File: config.mk
export PLATFORM = sky130hd
export DESIGN_NAME = vdp_linebuf_reader
export DESIGN_NICKNAME = d
export VERILOG_FILES = /design/src/rtl/vdp_linebuf_reader.sv
export SDC_FILE = /design/constraint.sdc
export NUM_CORES = 1
export LEC_CHECK = 0
export BUFFER_PORTS_ARGS = -buffer_cell sky130_fd_sc_hd__buf_2
export CORE_ASPECT_RATIO = 0.9
export CORE_MARGIN = 2
export CORE_UTILIZATION = 50
export CTS_BUF_LIST = sky130_fd_sc_hd__clkbuf_4
export DETAILED_ROUTE_END_ITERATION = 8
export HOLD_SLACK_MARGIN = 0.15
export PLACE_DENSITY = 0.87
export SLEW_MARGIN = 15
export SYNTH_ARGS = -nofsm -noshare
export SYNTH_HDL_FRONTEND = slang
export SYNTH_SLANG_ARGS = --single-unit
File: constraint.sdc
create_clock -name clk -period 3.1 [get_ports clk]
set_clock_uncertainty 0.1 [all_clocks]
set_input_delay 0.62 -clock clk [delete_from_list [all_inputs] [get_ports clk]]
set_output_delay 0.62 -clock clk [all_outputs]
set_load 0.05 [all_outputs]
File: src/rtl/vdp_linebuf_reader.sv
`timescale 1ns/1ps
`default_nettype none
// ============================================================================
// Module   : vdp_linebuf_reader
// Brief    : Read-side controller for the ping-pong VDP line buffers; scans one
//            bank per output line, repeats source lines and swaps banks.
// Revision : 1.0
// ============================================================================
module vdp_linebuf_reader #(
    parameter int WIDTH  = 640,
    parameter int REPEAT = 2
) (
    input  logic       clk,
    input  logic       rst_n,
    input  logic       i_line_done,
    input  logic       i_wr_bank,
    input  logic       i_field_start,
    input  logic       i_start,
    input  logic [5:0] i_q0,
    input  logic [5:0] i_q1,
    output logic [9:0] o_rd_address,
    output logic       o_rd_bank,
    output logic [5:0] o_pixel,
    output logic       o_pixel_valid,
    output logic       o_line_end,
    output logic       o_underrun,
    output logic       o_overrun
);

    localparam logic [9:0] c_LAST_ADDR = 10'(WIDTH - 1);
    localparam logic [1:0] c_LAST_REP  = 2'(REPEAT - 1);

    typedef enum logic [0:0] {
        S_IDLE = 1'b0,
        S_SCAN = 1'b1
    } state_t;

    state_t     r_state;
    logic [1:0] r_rep_cnt;
    logic       r_pend;
    logic       r_pend_bank;

    // Stage 1 tracks the address issued last cycle, aligned with bank data
    logic       r_v1;
    logic       r_b1;
    logic       r_last1;

    logic       w_accept;
    logic [1:0] w_rep_eff;
    logic       w_boundary;
    logic       w_consume;
    logic       w_issue;
    logic       w_issue_last;

    assign w_accept     = i_start && (r_state == S_IDLE);
    assign w_rep_eff    = i_field_start ? 2'd0 : r_rep_cnt;
    assign w_boundary   = w_accept && (w_rep_eff == 2'd0);
    assign w_consume    = w_boundary && r_pend;
    assign w_issue      = (r_state == S_SCAN);
    assign w_issue_last = w_issue && (o_rd_address == c_LAST_ADDR);

    always_ff @(posedge clk or negedge rst_n) begin
        if (!rst_n) begin
            r_state      <= S_IDLE;
            o_rd_address <= '0;
            o_rd_bank    <= 1'b0;
            r_rep_cnt    <= 2'd0;
            r_pend       <= 1'b0;
            r_pend_bank  <= 1'b0;
            o_underrun   <= 1'b0;
            o_overrun    <= 1'b0;
        end else begin
            o_underrun <= w_boundary && !r_pend;
            // A boundary on the same edge takes the old pending bank first
            o_overrun  <= i_line_done && r_pend && !w_consume;

            case (r_state)
                S_IDLE: begin
                    o_rd_address <= '0;
                    if (i_start) begin
                        r_state <= S_SCAN;
                    end
                end
                S_SCAN: begin
                    if (o_rd_address == c_LAST_ADDR) begin
                        r_state      <= S_IDLE;
                        o_rd_address <= '0;
                    end else begin
                        o_rd_address <= o_rd_address + 10'd1;
                    end
                end
                default: begin
                    r_state      <= S_IDLE;
                    o_rd_address <= '0;
                end
            endcase

            if (w_accept) begin
                r_rep_cnt <= (w_rep_eff == c_LAST_REP) ? 2'd0 : w_rep_eff + 2'd1;
            end else if (i_field_start) begin
                r_rep_cnt <= 2'd0;
            end

            if (w_consume) begin
                o_rd_bank <= r_pend_bank;
            end

            if (i_line_done) begin
                r_pend      <= 1'b1;
                r_pend_bank <= i_wr_bank;
            end else if (w_consume) begin
                r_pend <= 1'b0;
            end
        end
    end

    always_ff @(posedge clk or negedge rst_n) begin
        if (!rst_n) begin
            r_v1          <= 1'b0;
            r_b1          <= 1'b0;
            r_last1       <= 1'b0;
            o_pixel_valid <= 1'b0;
            o_line_end    <= 1'b0;
            o_pixel       <= '0;
        end else begin
            r_v1          <= w_issue;
            r_b1          <= o_rd_bank;
            r_last1       <= w_issue_last;
            o_pixel_valid <= r_v1;
            o_line_end    <= r_last1;
            o_pixel       <= r_v1 ? (r_b1 ? i_q1 : i_q0) : 6'd0;
        end
    end

endmodule
`default_nettype wire

# --- After elaboration in Yosys (flattened, before gate mapping) ---
# Cells that the tools add are included.
# W data, S select, Z words.
classes:
  addsub: 2
  multipliers: 0
  n_div: 0
  n_lt_le_gt_ge: 0
  n_eq_ne: 2
  n_shift: 0
  n_mux: 12
  n_bitwise: 1
  reduce_logical: 11
op_table:
  columns: ["operator", "count"]
  rows:
  - ["$pmux W10 S2", 1]
  - ["$mux W6", 2]
  - ["$add A10 B1 Y10 const B", 1]
  - ["$eq A10 B10 Y1 const B", 1]
  - ["$mux W10", 1]
  - ["$logic_and A1 B1 Y1", 7]
  - ["$mux W2", 3]
  - ["$mux W1", 4]
  - ["$add A2 B1 Y2 const B", 1]
  - ["$eq A2 B1 Y1 const B", 1]
  - ["$logic_not A1 Y1", 2]
  - ["$logic_not A2 Y1", 1]
  - ["$pmux W1 S2", 1]
  - ["$reduce_bool A2 Y1", 1]
  - ["$not A1 Y1", 1]
totals:
  register_bits: 29
  latch_bits: 0
  mem_bits_rw: 0
  romBits: 0
  input_bits: 18
  output_inout_bits: 21
  wordCells: 42
  mem_count: 0

# --- Longest topological paths before layout ---
# Gate-level depths: netlist (run 1).
logic_depth:
  word_depth: 6
  ltp_mapped: 4
  depth_no_buf: 4

# --- Worst setup path before layout (run 1) ---
# OpenSTA, ideal clock, no wires.
synth_path:
  path_kind: "reg2reg"
  from: "register o_rd_address[0]"
  to: "register o_rd_address[6]"
  setup_ns: 0.078
  arrival_ns: 1.664
  required_ns: 2.922
  slack_ns: 1.258
  stages_incl_launch_ff: 5
  path_buffers: 0
  synth_period_minus_slack_ns: 1.842
  path_cell_list: "dfrtp_1 > ha_1 > nand3_2 > or3_1 > a21oi_1"
synth_between:
  elab_chain_len: 3
  word_cells_on_any_way: 4
  classes_between: "1 x add/sub; 1 x eq/ne; 2 x mux"
synth_lines:
  columns: ["element", "line", "rtl"]
  rows:
  - ["start: declaration", "21", "output logic [9:0] o_rd_address,"]
  - ["start signal: assignment", "89", "o_rd_address <= o_rd_address + 10'd1;"]
  - ["$add A10 B1 Y10 / $eq A10 B10 Y1 (equally long branches)", "89, 85", null]
  - ["$mux W10 (*)", "85", "if (o_rd_address == c_LAST_ADDR) begin"]
  - ["$pmux W10 S2 (*)", "77", "case (r_state)"]
# Mark *: on every way between the ends. The rest lies on a longest branch, timed or not.
# A chain may end at the register's enable or synchronous reset.

# --- Final worst setup path (run 1) ---
layout_path:
  from: "register o_rd_address[2]"
  to: "output port o_rd_address[2]"
# No word-level cell between the ends.

==> results.toml, run 1 <==
[placement]
globalplace.congestion = 0.749
dp_area_sq_mm = 0.00142
detailed_place_hpwl_um = 1610
place.port_buffers = 38

[final_layout]
layout_common_cells = "buf_2, dfrtp_1, nor2_1"
post_route_cells_drive_above_1_share_pct = 38.0
number_of_nets_at_the_end_of_the_flow = 160
final_design_area_no_fill_sq_mm = 0.00150
num_antenna_cells = 0
layout.area.seq_sq_um = 726
fillers = 164
most_common_cell_after_layout_fill_and_taps_aside = "buf_2"
multi_input_comb_area_sq_um = 448
layout-area-overhead-vs-synth_pct = 25.0

[sta]
final-setup-viol-count = 0
finalWorstPathRequiredPeriod_ns = 1.83
hold_viol = 0
maxSlewHeadroom_pct = 58.4
grt_setup_unrepaired = "no"
drv_slew = 0
setup_tns_ns = 0
timing.fmax_ghz = 0.548
finalCritPeriodShare_pct = 58.9
worstMarginPinSlew_ns = 0.624

[clock_tree]
insertion_delay_ns = 0.32
ctsRootBufferMaster = "clkbuf_4"
cts_inserted_buffers = 5
cts_max_level = 2
cts.sink_count = 29
clk_path_buf_depth = 2
post-cts-setup-buffer-count = 0
cts_resized = 0
hold_buffers = 0
clk_pin_slew_ns = 0.09
tritoncts = "yes"

[synth]
synth.yosys.warnings = 0
ys_ff_latch = 29
netlist_area_sq_mm = 0.00120
synth_fp_nets = 116
sequential_to_total_area_share_from_yosys_stat_pct = 60.7
ys_types = 29
syn_inst = 97
syn_area_per_cell_sq_um = 12.3

[global_routing]
first_global_vias = 843
globalRoute.totalOverflow = 0
global_route_wire_length_before_repair_um = 3880
grt_max_degree = 30
grt_util_all_layers_pct = 18.5
antenna_found_initial = 0

[detailed_routing]
drt-initial-drc-count = 20
route.detailed.vias_per_inst = 5.20
via_count = 878
avg_wl_per_cell_um = 13.0
totalWireLength_um = 2190
firstDrtPassIters = 4
ant_nets = 0
post-route-drc-count = 0

[outcome]
run_status = "complete, no violations"

[worst_hold_path]
min-delay-path-class = "in -> async"

[critical_path]
critical_path.max_fanout = 6
worst_ep_arrival_time_ns = 1.11
end_kind = "output pin"
crit_family = "flip-flops"
cp_data_required_time_ns = 2.38
critical_path_buf_inv_count = 1
max_stage_delay_ns = 0.48
cp_max_stage_cell = "dfrtp_1"
cp_cell_sequence = "buf_2"
cp-start-kind = "register"
critPathKind = "reg -> out"

[floorplanning]
initial_core_util_pct = 53.8
core_area_sq_mm = 0.00222
design.portCount = 39
core.rowCount = 16
floorplan.die.height_um = 50.4
fp.dieW_um = 55.6
fp.dieArea_sq_mm = 0.00280

[run]
max_cap_violations = 0

[pwr]
total_leakage_power_nw = 0.700
max_vdd_drop_uv = 591
power_density_mw_per_mm2 = 803
==> flip-flops by register name, indices dropped and copies added (netlist names) <==
signal and count:
o_rd_address 10, o_pixel 6, r_rep_cnt 2, o_line_end 1, o_overrun 1, o_pixel_valid 1, o_rd_bank 1, o_underrun 1
r_b1 1, r_last1 1, r_pend 1, r_pend_bank 1, r_state 1, r_v1 1
==> cells by family after synthesis <==
kind of cell,count (synthesis),share of synthesized area (%)
simple gates,33,17.5
compound gates,17,9.83
flops,29,60.7
xor+xnor,3,2.20
mux,8,6.90
buf+inv,6,1.88
fa+ha+maj,1,1.05
==> Yosys cell counts (all sizes together) <==
cell type,count,area share (%)
or3,4,2.1
a31oi,1,0.52
nor4,1,0.52
clkbuf,1,0.31
nand2b,3,1.6
inv,5,1.6
nand4,2,2.1
dfrtp,29,61
mux2,2,1.9
nand2,2,0.63
o211ai,1,0.63
mux2i,6,5.0
or3b,1,0.94
nor2,8,2.5
nor2b,7,3.7
or4,1,0.94
a21o,1,0.63
xnor2,3,2.2
o21ai,5,2.1
o311ai,1,0.73
nand4b,1,0.73
and3,1,0.52
o31ai,2,2.4
nand3,2,1.3
ha,1,1.0
a21oi,6,2.8
==> final cells by class <==
class                           instances  share of cell area, %
Sequential cell                        29                   48.5
Multi-Input combinational cell         62                   30.0
Timing Repair Buffer                   38                   12.7
Clock buffer                            6                   3.01
Clock inverter                          2                   2.26
Tap cell                               27                   2.26
Inverter                                5                   1.26
==> power breakdown <==
group / switching (W) / internal [W] / leakage, nW / total [W]
sequential: 0.0000743 / 0.000433 / 0.350 / 0.000507
clock: 0.000126 / 0.000177 / 0.0433 / 0.000303
combinational: 0.000285 / 0.000105 / 0.307 / 0.000390
==> per-layer routing <==
metal | vias to the layer above | global-route usage, % | part of all wire (%) | routed length [um]
li1 | 429 | - | - | -
met1 | 411 | 23.9 | 43 | 951
met2 | 33 | 28.4 | 47 | 1040
met3 | 5 | 6.19 | 7.7 | 168
met4 | 0 | 8.54 | 1.4 | 30
met5 | - | 0 | 0 | 0
==> final timing paths <==
check | to | start | depth (start not counted) | slack (ns)
setup / recovery | o_rd_address[2] | o_rd_address[2] | 1 | 1.27
hold / removal | r_state | rst_n | 1 | 0.21
min in group clk | o_line_end | r_last1 | 0 | 0.28
max in group asynchronous | o_rd_bank | rst_n | 1 | 2.29
hold reg to reg | o_line_end | r_last1 | 0 | 0.28
setup reg to reg | r_state | o_rd_address[0] | 4 | 1.48
==> stage by stage <==
| stage | hold slack [ns] | cells | power (W) | util [%] | setup WS, ns |
|---|---|---|---|---|---|
| after CTS | 0.218 | 169 | 0.00121 | 67.3 | 1.26 |
| after global routing | 0.240 | 169 | 0.00127 | 67.3 | 1.22 |
| final | 0.207 | 169 | 0.00120 | 67.3 | 1.27 |
| after global placement | 0.236 | 161 | 0.000893 | 63.7 | 1.53 |
| after floorplan | 0.224 | 97 | 0.000800 | - | 1.26 |
| after detailed placement | 0.256 | 161 | 0.000907 | 63.7 | 1.46 |
No activity file was read; power rests on OpenSTA's default activity.
==> run 2, diff against run 1 <==
Settings changed: CORE_UTILIZATION 50 to 46, PLACE_DENSITY 0.87 to 0.84.
Clock period 3.1 ns to 1.6 ns, I/O delays scaled along.
==> run 2 against run 1 <==
  * Die area increased by 8.0%
  * Highest routed layer unchanged
  * Sequential power increased by 99%
  * Final area increased by 4.5%
  * Utilization decreased by 3.9 points
  * Cell count increased by 4.7%
  * First-iteration DRC count decreased by 75%
  * Sequential cell count unchanged
  * Combinational power increased by 100%
  * Non-clock buffer count increased by 7
  * Sequential share of layout area decreased by 1.3 points
==> results.toml, run 2 (synthesized netlist as in run 1, its figures left out) <==
[final_layout]
most_flops_register = "o_rd_address"
number_of_nets_at_the_end_of_the_flow = 167
largest_register_ffs = 10
layout-area-overhead-vs-synth_pct = 30.6
layout_common_cells = "buf_2, dfrtp_1, dfrtp_2"
most_common_cell_after_layout_fill_and_taps_aside = "buf_2"
num_antenna_cells = 0
layout_top_registers = "o_rd_address x10, o_pixel x6, r_rep_cnt x2"
postLayoutCoreUtil_pct = 63.3
post_route_cells_drive_above_1_share_pct = 45.6

[worst_hold_path]
whs_endpoint = "o_pixel[4]"
min_path_cells = 3
min-delay-path-class = "in -> reg"
min_from = "i_q1[4]"

[sta]
maxSlewHeadroom_pct = 70.9
hold_viol = 0
timing.fmax_ghz = 0.642
layout_setup_ws_ns = 0.0413
grt_setup_unrepaired = "no"
worstMarginPinSlew_ns = 0.432
final-setup-viol-count = 0
finalWorstPathRequiredPeriod_ns = 1.56
finalCritPeriodShare_pct = 97.4
setup_tns_ns = 0
drv_slew = 0
hold-worst-slack_ns = 0.160

[pwr]
power_density_mw_per_mm2 = 1420
max_vdd_drop_uv = 1120
total_leakage_power_nw = 0.707

[detailed_routing]
dr.max_layer_used = "met4"
avg_wl_per_cell_um = 12.7
wl_met2_um = 1110
via_count = 936
drt-initial-drc-count = 5
met3_wirelength_um = 172
firstDrtPassIters = 2
totalWireLength_um = 2250
ant_nets = 0
route.detailed.vias_per_inst = 5.29
met1_length_um = 917
post-route-drc-count = 0

[critical_path]
cp_max_stage_cell = "nor4_1"
critical_path.max_fanout = 7
cp_data_required_time_ns = 1.70
reg2reg_setup_slack_ns = 0.04
cp-start-kind = "register"
end_kind = "register"
critical_path_buf_inv_count = 0
max_stage_delay_ns = 0.47
r2r_end = "r_state"
crit-reg2reg-launch = "o_rd_address[0]"
critPathKind = "reg -> reg"
crit_family = "simple AND/OR/NAND/NOR gates"
reg2regPathDepth = 4
worst_ep_arrival_time_ns = 1.66
cp_cell_sequence = "ha_4 > nand3_2 > nor4_1 > nor2_1"

[clock_tree]
ctsRootBufferMaster = "clkbuf_4"
cts_inserted_buffers = 5
clk_path_buf_depth = 2
post-cts-setup-buffer-count = 0
insertion_delay_ns = 0.32
cts_max_level = 2
cts.sink_count = 29
tritoncts = "yes"
clk_pin_slew_ns = 0.09

[global_routing]
grt_max_degree = 16
grt_util_all_layers_pct = 17.4
global_route_wire_length_before_repair_um = 3820
antenna_found_initial = 0
globalRoute.totalOverflow = 0
first_global_vias = 900

[floorplanning]
fp.dieArea_sq_mm = 0.00302
core_area_sq_mm = 0.00247
fp.dieW_um = 57.8
core.rowCount = 17
floorplan.die.height_um = 52.4
initial_core_util_pct = 48.5
design.portCount = 39

[run]
max_cap_violations = 0

[placement]
place.port_buffers = 38
detailed_place_hpwl_um = 1680
dp_worst_setup_slack_ns = 0.0124
globalplace.congestion = 0.795

[outcome]
run_status = "complete, no violations"
==> run 2: cell types whose count changed in the layout (fill, tap and decap cells not counted), moves of 2 or more <==
| cell | previous run | this run |
|---|---|---|
| clkinv_2 | 0 | 2 |
| dfrtp_2 | 0 | 10 |
| buf_4 | 0 | 2 |
| dlygate4sd3_1 | 0 | 5 |
| dfrtp_1 | 29 | 19 |
==> run 2: worst min-delay path, stage by stage <==
cell     delay (ns)
buf_2          0.07
mux2i_1        0.06
nor2b_1        0.10
==> run 2: where the power goes <==
group          internal (W)  leakage [nW]  switching [W]
logic              0.000231         0.338       0.000557
registers          0.000856         0.337       0.000149
clock network      0.000165        0.0310       0.000257
total               0.00125         0.707       0.000963
==> run 2: final cells by class <==
| cell class | instances | area, sq um |
|---|---|---|
| Multi-Input combinational cell | 62 | 460 |
| Sequential cell | 29 | 738 |
| Inverter | 5 | 18.8 |
| Tap cell | 28 | 35.0 |
| Clock inverter | 3 | 17.5 |
| Fill cell | 202 | 905 |
| Timing Repair Buffer | 45 | 255 |
| Clock buffer | 5 | 37.5 |
==> run 2: worst max path at each step <==
stage / from / to / slack (ns) / cells after the start
floorplan: o_rd_address[0] / o_rd_address[6] / 0.01 / 4
global placement: o_rd_address[0] / r_state / 0.14 / 4
detailed placement: o_rd_address[7] / o_rd_address[3] / 0.01 / 3
CTS: o_rd_address[7] / o_rd_address[3] / 0.01 / 3
global route: i_start / o_overrun / 0.008 / 5
finish: o_rd_address[0] / r_state / 0.04 / 4
==> run 2: timing repair <==
action                     CTS  global route
resized for setup            0             1
hold buffers                 4             1
hold endpoints to repair    32             1
setup endpoints to repair    0             1
==> run 2: per-stage QoR <==
stage	total power (W)	area [sq um]	cells
floorplan	0.00159	1220	97
global placement	0.00177	1460	164
detailed placement	0.00181	1460	164
CTS	0.00224	1550	176
global route	0.00236	1560	177
finish	0.00222	1560	177
==> run 2: routing by layer <==
layer | vias up | global-route usage (%)
met3 | 8 | 4.69
met4 | 0 | 10.5
met1 | 452 | 18.6
met5 | - | 0
li1 | 441 | -
met2 | 35 | 30.7
